### src/rtl/fifo_rd_drain_if.sv
// -----------------------------------------------------------------------------
// fifo_rd_drain_if
//   Bundles the FIFO read port and the downstream valid/ready stream of the
//   read-side drain controller.
//   master : the drain controller (drives rd_en and the downstream stream)
//   slave  : the FIFO plus downstream consumer seen from the other side
//   Signals:
//     i_fifo_empty    FIFO empty flag
//     o_fifo_rd_en    FIFO read enable
//     i_fifo_rd_data  FIFO read data, valid the cycle after o_fifo_rd_en
//     o_m_valid       downstream data valid
//     i_m_ready       downstream ready
//     o_m_data        downstream data (output buffer head)
//     o_word_cnt      words accepted downstream, wrapping
// -----------------------------------------------------------------------------
interface fifo_rd_drain_if #(
  parameter int DATASIZE = 8,
  parameter int CNTSIZE  = 16
);
  logic                i_fifo_empty;
  logic                o_fifo_rd_en;
  logic [DATASIZE-1:0] i_fifo_rd_data;
  logic                o_m_valid;
  logic                i_m_ready;
  logic [DATASIZE-1:0] o_m_data;
  logic [CNTSIZE-1:0]  o_word_cnt;

  modport master (
    input  i_fifo_empty, i_fifo_rd_data, i_m_ready,
    output o_fifo_rd_en, o_m_valid, o_m_data, o_word_cnt
  );

  modport slave (
    output i_fifo_empty, i_fifo_rd_data, i_m_ready,
    input  o_fifo_rd_en, o_m_valid, o_m_data, o_word_cnt
  );
endinterface

### src/rtl/fifo_rd_drain.sv
// -----------------------------------------------------------------------------
// fifo_rd_drain
//   Read-side controller for the async FIFO, in the FIFO read clock domain.
//   Issues read enables while the FIFO is non-empty and there is room for the
//   word, absorbs the FIFO's one-cycle registered read latency, presents the
//   words downstream as a valid/ready stream through a 3-entry buffer and
//   counts the words accepted downstream.
//   Ports:
//     i_rd_clk   read clock
//     i_rd_rst   synchronous active-high reset
//     i_enable   1 = allow new FIFO reads, 0 = stop issuing reads
//     bus        fifo_rd_drain_if.master (FIFO read port + downstream stream)
// -----------------------------------------------------------------------------
module fifo_rd_drain #(
  parameter int DATASIZE = 8,
  parameter int CNTSIZE  = 16
) (
  input  logic            i_rd_clk,
  input  logic            i_rd_rst,
  input  logic            i_enable,
  fifo_rd_drain_if.master bus
);

  logic [1:0]          occ_q, occ_d;
  logic                inflight_q, inflight_d;
  logic [1:0]          head_q, head_d;
  logic [1:0]          tail_q, tail_d;
  logic [DATASIZE-1:0] mem_q [0:2];
  logic [DATASIZE-1:0] data_q, data_d;
  logic [CNTSIZE-1:0]  cnt_q, cnt_d;

  logic                rd_en_s;
  logic                valid_s;
  logic                pop_s;
  logic [2:0]          occ_sum_s;

  // Buffer pointers walk 0,1,2,0,...
  function automatic logic [1:0] ptr_inc(input logic [1:0] p);
    ptr_inc = (p == 2'd2) ? 2'd0 : p + 2'd1;
  endfunction

  // Read enable counts the in-flight word as already occupying a slot, so a
  // word is never requested without a guaranteed place to land. It does not
  // look at i_m_ready, which keeps ready out of the rd_en path.
  always_comb begin
    valid_s   = (occ_q != 2'd0);
    pop_s     = valid_s & bus.i_m_ready;
    rd_en_s   = !i_rd_rst && i_enable && !bus.i_fifo_empty &&
                (({1'b0, occ_q} + {2'b00, inflight_q}) < 3'd3);
    occ_sum_s = {1'b0, occ_q} + {2'b00, inflight_q} - {2'b00, pop_s};
  end

  // Next-state for occupancy, pointers, counter and the registered head data.
  always_comb begin
    occ_d      = occ_sum_s[1:0];
    inflight_d = rd_en_s;
    head_d     = head_q;
    tail_d     = tail_q;
    cnt_d      = cnt_q;
    data_d     = data_q;

    if (pop_s) begin
      head_d = ptr_inc(head_q);
      cnt_d  = cnt_q + CNTSIZE'(1);
    end else begin
      head_d = head_q;
      cnt_d  = cnt_q;
    end

    if (inflight_q) begin
      tail_d = ptr_inc(tail_q);
    end else begin
      tail_d = tail_q;
    end

    // o_m_data is a register holding the next head word. If nothing older
    // than the captured word survives this cycle, the new head is the word
    // arriving from the FIFO; otherwise it is already in the buffer. With an
    // empty buffer the last value is simply held.
    if (occ_sum_s != 3'd0) begin
      if ((occ_q == 2'd0) || ((occ_q == 2'd1) && pop_s)) begin
        data_d = bus.i_fifo_rd_data;
      end else begin
        data_d = mem_q[head_d];
      end
    end else begin
      data_d = data_q;
    end
  end

  // Control state; reset discards buffered and in-flight words.
  always_ff @(posedge i_rd_clk) begin
    if (i_rd_rst) begin
      occ_q      <= 2'd0;
      inflight_q <= 1'b0;
      head_q     <= 2'd0;
      tail_q     <= 2'd0;
      data_q     <= '0;
      cnt_q      <= '0;
    end else begin
      occ_q      <= occ_d;
      inflight_q <= inflight_d;
      head_q     <= head_d;
      tail_q     <= tail_d;
      data_q     <= data_d;
      cnt_q      <= cnt_d;
    end
  end

  // Buffer storage: the word requested last cycle lands at the tail.
  always_ff @(posedge i_rd_clk) begin
    if (inflight_q) begin
      mem_q[tail_q] <= bus.i_fifo_rd_data;
    end
  end

  assign bus.o_fifo_rd_en = rd_en_s;
  assign bus.o_m_valid    = valid_s;
  assign bus.o_m_data     = data_q;
  assign bus.o_word_cnt   = cnt_q;

  fifo_rd_drain_chk u_chk (
    .clk     (i_rd_clk),
    .rst     (i_rd_rst),
    .occ_sum (occ_sum_s)
  );

endmodule

// -----------------------------------------------------------------------------
// fifo_rd_drain_chk
//   Checks that buffer occupancy plus the arriving word never exceeds the
//   three buffer slots.
//   Ports: clk, rst (active-high), occ_sum (next occupancy before truncation)
// -----------------------------------------------------------------------------
module fifo_rd_drain_chk (
  input logic       clk,
  input logic       rst,
  input logic [2:0] occ_sum
);
  a_occ_max: assert property (@(posedge clk) disable iff (rst) occ_sum <= 3'd3);
endmodule

### src/flat_wrapper.sv
// flat-port wrapper written by rule: the top's interface ports become plain ports
module fifo_rd_drain_flat 
#(
  parameter int DATASIZE = 8,
  parameter int CNTSIZE  = 16
)
  (i_rd_clk, i_rd_rst, i_enable, bus_i_fifo_empty, bus_i_fifo_rd_data, bus_i_m_ready, bus_o_fifo_rd_en, bus_o_m_valid, bus_o_m_data, bus_o_word_cnt);
  fifo_rd_drain_if #(.DATASIZE(DATASIZE), .CNTSIZE(CNTSIZE)) bus_i ();
  input  logic i_rd_clk;
  input  logic i_rd_rst;
  input  logic i_enable;
  input wire logic [$bits(bus_i.i_fifo_empty)-1:0] bus_i_fifo_empty;
  input wire logic [$bits(bus_i.i_fifo_rd_data)-1:0] bus_i_fifo_rd_data;
  input wire logic [$bits(bus_i.i_m_ready)-1:0] bus_i_m_ready;
  output wire logic [$bits(bus_i.o_fifo_rd_en)-1:0] bus_o_fifo_rd_en;
  output wire logic [$bits(bus_i.o_m_valid)-1:0] bus_o_m_valid;
  output wire logic [$bits(bus_i.o_m_data)-1:0] bus_o_m_data;
  output wire logic [$bits(bus_i.o_word_cnt)-1:0] bus_o_word_cnt;
  assign bus_i.i_fifo_empty = bus_i_fifo_empty;
  assign bus_i.i_fifo_rd_data = bus_i_fifo_rd_data;
  assign bus_i.i_m_ready = bus_i_m_ready;
  assign bus_o_fifo_rd_en = bus_i.o_fifo_rd_en;
  assign bus_o_m_valid = bus_i.o_m_valid;
  assign bus_o_m_data = bus_i.o_m_data;
  assign bus_o_word_cnt = bus_i.o_word_cnt;
  fifo_rd_drain #(.DATASIZE(DATASIZE), .CNTSIZE(CNTSIZE)) u_core (.i_rd_clk(i_rd_clk), .i_rd_rst(i_rd_rst), .i_enable(i_enable), .bus(bus_i));
endmodule
### config.mk
export PLATFORM = sky130hd
export DESIGN_NAME = fifo_rd_drain_flat
export DESIGN_NICKNAME = d
export VERILOG_FILES = /design/src/rtl/fifo_rd_drain_if.sv /design/src/rtl/fifo_rd_drain.sv /design/src/flat_wrapper.sv
export SDC_FILE = /design/constraint.sdc
export NUM_CORES = 1
export LEC_CHECK = 0
export BUFFER_PORTS_ARGS = -buffer_cell sky130_fd_sc_hd__buf_2
export CORE_MARGIN = 3
export CORE_UTILIZATION = 40
export DETAILED_ROUTE_END_ITERATION = 12
export PLACE_DENSITY = 0.61
export SLEW_MARGIN = 0
export SYNTH_ARGS = -nofsm -noshare
export SYNTH_HDL_FRONTEND = slang
export SYNTH_SLANG_ARGS = --single-unit
### constraint.sdc
create_clock -name i_rd_clk -period 4.4 [get_ports i_rd_clk]
set_input_delay 0.22 -clock i_rd_clk [delete_from_list [all_inputs] [get_ports i_rd_clk]]
set_output_delay 0.22 -clock i_rd_clk [all_outputs]
set_load 0.005 [all_outputs]
==> results of run 1 <==
-- worst max-delay path: cells and delay by family, from the launching register on --
kind                     cells  cell delay, ns
AND/OR/NAND/NOR              1            0.69
adder cells (fa/ha/maj)      2            0.43
flip-flops                   1            0.40
AO/OA/AOI/OAI                1            0.13
buffers and inverters        1            0.13
-- cells by family (layout without fill, tap and decap cells) --
family	after synthesis	in the layout	share of synthesized area (%)
simple gates	108	108	22.6
flops	55	55	52.2
compound gates	42	42	13.7
buf+inv	18	54	2.92
xor+xnor	12	12	4.09
mux	5	5	2.63
fa+ha+maj	4	4	1.95
-- power by group --
part | switching, mW | total, mW | internal, mW
Combinational | 0.344 | 0.542 | 0.199
Clock | 0.158 | 0.267 | 0.109
Sequential | 0.0479 | 0.627 | 0.579
Total | 0.550 | 1.44 | 0.887
-- placed cells by master (no fill, tap or decap), types with 2 or more instances in the layout --
cell | Yosys | final
nor2_1 | 39 | 39
buf_2 | 3 | 38
dfxtp_1 | 31 | 31
edfxtp_1 | 24 | 24
nand2_1 | 18 | 18
nand4_1 | 18 | 18
xnor2_1 | 12 | 12
a21oi_1 | 9 | 9
o22a_1 | 8 | 8
a31oi_1 | 8 | 8
nor4b_1 | 8 | 8
a41o_1 | 8 | 8
inv_1 | 7 | 7
nor2b_1 | 6 | 6
clkbuf_8 | 0 | 5
nor3_1 | 5 | 4
ha_1 | 4 | 4
mux2_1 | 3 | 3
nand3_1 | 3 | 3
nor4_4 | 2 | 2
nand2b_1 | 2 | 2
a31o_2 | 2 | 2
clkinv_1 | 0 | 2
-- registers in the layout, indices dropped and copies added (netlist names) --
| name | count |
|---|---|
| u_core.head_q | 2 |
| u_core.bus.o_word_cnt | 16 |
| u_core.occ_q | 2 |
| u_core.mem_q | 24 |
| u_core.bus.o_m_data | 8 |
| u_core.tail_q | 2 |
| u_core.inflight_q | 1 |
-- metal layers --
layer / global-route usage, % / up-vias / routed length (um)
li1: - / 982 / -
met1: 22.0 / 937 / 2730
met2: 25.6 / 59 / 2650
met3: 4.47 / 10 / 389
met4: 6.37 / 0 / 107
met5: 0 / - / 0
-- through the flow --
stage / area (um^2) / util [%] / hold WS, ns / total power [mW] / std cells
floorplan: 2570 / - / 0.319 / 1.02 / 244
global placement: 2820 / 46.5 / 0.443 / 1.17 / 347
detailed placement: 2820 / 46.5 / 0.443 / 1.18 / 347
CTS: 2900 / 47.8 / 0.116 / 1.44 / 355
global route: 2900 / 47.8 / 0.112 / 1.53 / 355
finish: 2900 / 47.8 / 0.124 / 1.44 / 355
-- path summary, 6_finish.rpt --
| kind | depth (start not counted) | start | endpoint |
|---|---|---|---|
| worst max-delay path | 5 | u_core.occ_q[0] | bus_o_fifo_rd_en |
| worst min-delay path | 1 | bus_i_fifo_rd_data[1] | u_core.mem_q[2][1] |
| worst max register to register | 8 | u_core.occ_q[0] | u_core.bus.o_m_data[1] |
| worst min register to register | 2 | u_core.head_q[1] | u_core.head_q[1] |
-- area by class of cell --
type | count | area (um^2)
well taps | 75 | 93.8
clock inverters | 2 | 7.51
multi-input cells | 171 | 1160
inverters | 7 | 26.3
fillers | 595 | 3160
repair buffers | 39 | 198
clock buffers | 6 | 72.6
flip-flops and latches | 55 | 1340
==> flow_metrics.tcl, run 1 <==
set metrics [dict create \
    slew_headroom_pct 32.9 \
    grt_pass1_vias 1948 \
    drt-total-wl_mm 5.87 \
    grt-ovfl-total 0 \
    synthArstFlopShare_pct 0 \
    ys_ff_latch 55 \
    hpwl_mm 3.95 \
    grt_first_pass_wirelength_mm 9.67 \
    arrival_ns 2.08 \
    cts_resized 0 \
    antenna_found_initial 0 \
    wl_per_cell_um 16.5 \
    synth-edff-count 24 \
    clock_sinks 55 \
    die_y_um 86.2 \
    yosysUniqueCellTypes 40 \
    worstSetupEndpointType "primary output" \
    hp-class "in2reg" \
    dp_slack_ns 2.15 \
    worst_setup_path_start_kind "flip-flop" \
    worstMarginPinSlew_ns 1.00 \
    drt_iter0_markers 128 \
    vias 1988 \
    clk_latency_ns 0.31 \
    path_common_cell "ha_1" \
    cts_buffers 5 \
    io_buffer_count 38 \
    start_util_pct 42.4 \
    yosysTopAreaCell "edfxtp_1" \
    io_pins 39 \
    rsz0062_at_grt "false" \
    critPathMaxStageDelay_ns 0.69 \
    yosysMostFrequentCell "nor2_1" \
    diodes 0 \
    clock_skew_ns 0.00738 \
    cp_slowest_cell "or4b_2" \
    critPathKind "reg2out" \
    drive_gt1_share_pct 20.4 \
    worstPathRequired_ns 4.18 \
    drv_slew 0 \
    detail_route.vias_per_cell 5.60 \
    synth_common_cells "39 x nor2_1, 31 x dfxtp_1, 24 x edfxtp_1" \
    gp_congestion 0.760 \
    reg2reg_setup_slack_ns 2.12 \
    cts_hold_buf 0 \
    yosys-top-cells-area "edfxtp_1 28%, dfxtp_1 24%, nor2_1 5.7%, nand4_1 4.4%, xnor2_1 4.1%" \
    yosys_warnings 0 \
    dieArea_um2 7430 \
    setup_ws_ns 2.10 \
    clockBufferDepth 2 \
    avgSynthCellArea_um2 10.5 \
    rows 28 \
    finalHoldViolations 0 \
    setup_viol 0 \
    cts_tree "built" \
    ant_nets 0 \
    area_growth_pct 12.7 \
    fin_setup_tns_ns 0 \
    status "completed" \
    track_usage_pct 16.5 \
    first_pass_iters 5 \
    coreArea_um2 6060 \
    syn_area_um2 2570 \
    synth_top_area_share_pct 28.0 \
    cts.clk_slew.worst_paths_ns 0.09 \
    max_cap_viol_count 0 \
    worstPathMaxFanout 6 \
    path_cells "ha_1, ha_1, or4b_2, a21oi_1, buf_2" \
    fmaxAchievable_mhz 434 \
    ir_worst_vdd_uv 254 \
    p_leak_nw 1.13 \
    cts_setup_buffers 0 \
    synth_cells 244 \
    nNetsFinal 296 \
    dieWidth_um 86.2 \
    ys.flop_type "dfxtp_1" \
    power.density_nw_per_um2 495 \
    timing.final.crit_share_pct 52.3 \
    grt_max_degree 38 \
    syn-num-nets 261 \
    root_buffer "clkbuf_8" \
    cts_max_level 2 \
    drcViolationCount 0 \
    period_needed_ns 2.30 \
    yosysSeqAreaShare_pct 52.2 \
]
Note: power is estimated with default switching activity, not from simulation.
==> run 2: changes to the inputs <==
Settings changed: PLACE_DENSITY 0.61 to 0.64.
Clock period 4.4 ns to 2 ns, I/O delays scaled along.
==> run 2 against run 1 <==
Against the previous run:
- total power rose by 150%
- final cell count rose by 6.5%
- register-to-register slack got worse by 2.0 ns
- critical path depth rose by 3
- sequential share of layout area fell by 4.1 points
- critical endpoint is now u_core.bus.o_m_data[2]
- largest cell class unchanged
==> flow_metrics.tcl, run 2 (synthesis results as in run 1) <==
set metrics [dict create \
    clock_skew_ns 0.0109 \
    grt_first_pass_wirelength_mm 9.76 \
    holdPathStages 1 \
    hold_start "bus_i_fifo_rd_data[2]" \
    io_pins 39 \
    clockBufferDepth 2 \
    drcViolationCount 0 \
    min_to "u_core.mem_q[0][2]" \
    largest-register "u_core.mem_q" \
    track_usage_pct 16.9 \
    coreArea_um2 6060 \
    start_util_pct 42.4 \
    antenna_found_initial 0 \
    io_buffer_count 38 \
    first_pass_iters 6 \
    design_area_um2 3180 \
    setup_ws_ns 0.0798 \
    path_cells "ha_2, ha_4, inv_1, ha_1, xnor2_2, buf_4, a31oi_4, a41o_1" \
    gp_congestion 0.775 \
    grt_max_degree 37 \
    status "completed" \
    final_cell_mix "39 x nor2_1, 38 x buf_2, 30 x dfxtp_1, 24 x edfxtp_1, 19 x buf_4" \
    critPathKind "reg2reg" \
    hpwl_mm 4.11 \
    worstPathRequired_ns 2.21 \
    p_leak_nw 1.25 \
    nNetsFinal 319 \
    period_needed_ns 1.92 \
    power_mw 3.56 \
    layout_commonest_cell "nor2_1" \
    worst_setup_path_start_kind "flip-flop" \
    drive_gt1_share_pct 30.0 \
    finalHoldViolations 0 \
    arrival_ns 2.13 \
    dieArea_um2 7430 \
    post-route-util_pct 52.5 \
    wl_per_cell_um 16.3 \
    area_growth_pct 23.7 \
    rows 28 \
    cts_tree "built" \
    max_cap_viol_count 0 \
    grt_pass1_vias 1956 \
    fin_setup_tns_ns 0 \
    r2r_end "u_core.bus.o_m_data[2]" \
    hp-class "in2reg" \
    drv_slew 0 \
    cts.clk_slew.worst_paths_ns 0.10 \
    setup_viol 0 \
    ir_worst_vdd_uv 878 \
    worstPathMaxFanout 8 \
    grt-ovfl-total 0 \
    slew_headroom_pct 57.9 \
    largest_reg_flops 24 \
    reg2reg_setup_slack_ns 0.08 \
    dp_slack_ns 0.00981 \
    dp_cells 363 \
    diodes 0 \
    dpl-instance-area_um2 2930 \
    vias 2123 \
    detail_route.vias_per_cell 5.62 \
    r2r-start "u_core.inflight_q" \
    power.density_nw_per_um2 1120 \
    fmaxAchievable_mhz 521 \
    cts_max_level 2 \
    dieWidth_um 86.2 \
    cts_buffers 5 \
    cp_slowest_cell "dfxtp_2" \
    clk_latency_ns 0.31 \
    timing.final.crit_share_pct 96.0 \
    final_cells 378 \
    root_buffer "clkbuf_8" \
    critPathMaxStageDelay_ns 0.33 \
    clock_sinks 55 \
    worstSetupEndpointType "flip-flop" \
    die_y_um 86.2 \
    whs_ns 0.0108 \
    ant_nets 0 \
    rr_worst_depth 8 \
    drt_iter0_markers 130 \
    drt-total-wl_mm 6.16 \
    worstMarginPinSlew_ns 0.628 \
]
==> run 2: cell count changes in the layout (fill, tap and decap cells not counted), sizes merged <==
cell / before / now
buf: 39 / 57
clkinv: 2 / 0
clkinvlp: 0 / 2
dlygate4sd3: 0 / 5
clkbuf: 6 / 5
inv: 7 / 8
==> run 2: routing by layer <==
metal / vias up / routed length, um / part of all wire (%) / track usage (%)
li1: 1026 / - / - / -
met1: 1019 / 2830 / 46 / 23.3
met2: 71 / 2850 / 46 / 26.6
met3: 7 / 409 / 6.6 / 4.37
met4: 0 / 70 / 1.1 / 4.67
met5: - / 0 / 0 / 0
==> run 2: report_power, final <==
part,total [mW],switching [mW],internal [mW]
sequential,1.35,0.0718,1.27
combinational,1.59,0.927,0.660
clock,0.629,0.378,0.251
total,3.56,1.38,2.18
==> run 2: final cells by class <==
class / instances / area [um^2]
clock buffers: 5 / 68.8
clock inverters: 3 / 23.8
fillers: 560 / 2880
inverters: 7 / 26.3
multi-input cells: 171 / 1240
flip-flops and latches: 55 / 1340
well taps: 75 / 93.8
repair buffers: 62 / 383
==> run 2: worst max-delay path by stage <==
stage	from	to	slack, ns	cells past startpoint
2_1_floorplan	u_core.occ_q[0]	u_core.bus.o_m_data[0]	0.005	8
3_3_place_gp	u_core.inflight_q	u_core.bus.o_m_data[5]	0.09	8
3_5_place_dp	u_core.inflight_q	u_core.bus.o_m_data[1]	0.01	8
4_1_cts	u_core.inflight_q	u_core.bus.o_m_data[1]	0.02	8
5_1_grt	u_core.inflight_q	u_core.bus.o_m_data[2]	-0.009	8
6_report	u_core.inflight_q	u_core.bus.o_m_data[2]	0.08	8
==> run 2: critical path, delay by kind of cell (launching register included) <==
| family | cells | cell delay (ns) |
|---|---|---|
| xor gates and xnor gates | 1 | 0.22 |
| AOI/OAI and AO/OA | 2 | 0.38 |
| buffers and inverters | 2 | 0.21 |
| adders and majority gates | 3 | 0.68 |
| DFF | 1 | 0.33 |
==> run 2: timing repair <==
item | in CTS | in global routing
buffers inserted | 0 | 2
hold buffers | 2 | 3
resized for setup | 3 | 13
setup endpoints to repair | 2 | 9
pin swaps | 0 | 4
hold endpoints to repair | 6 | 5
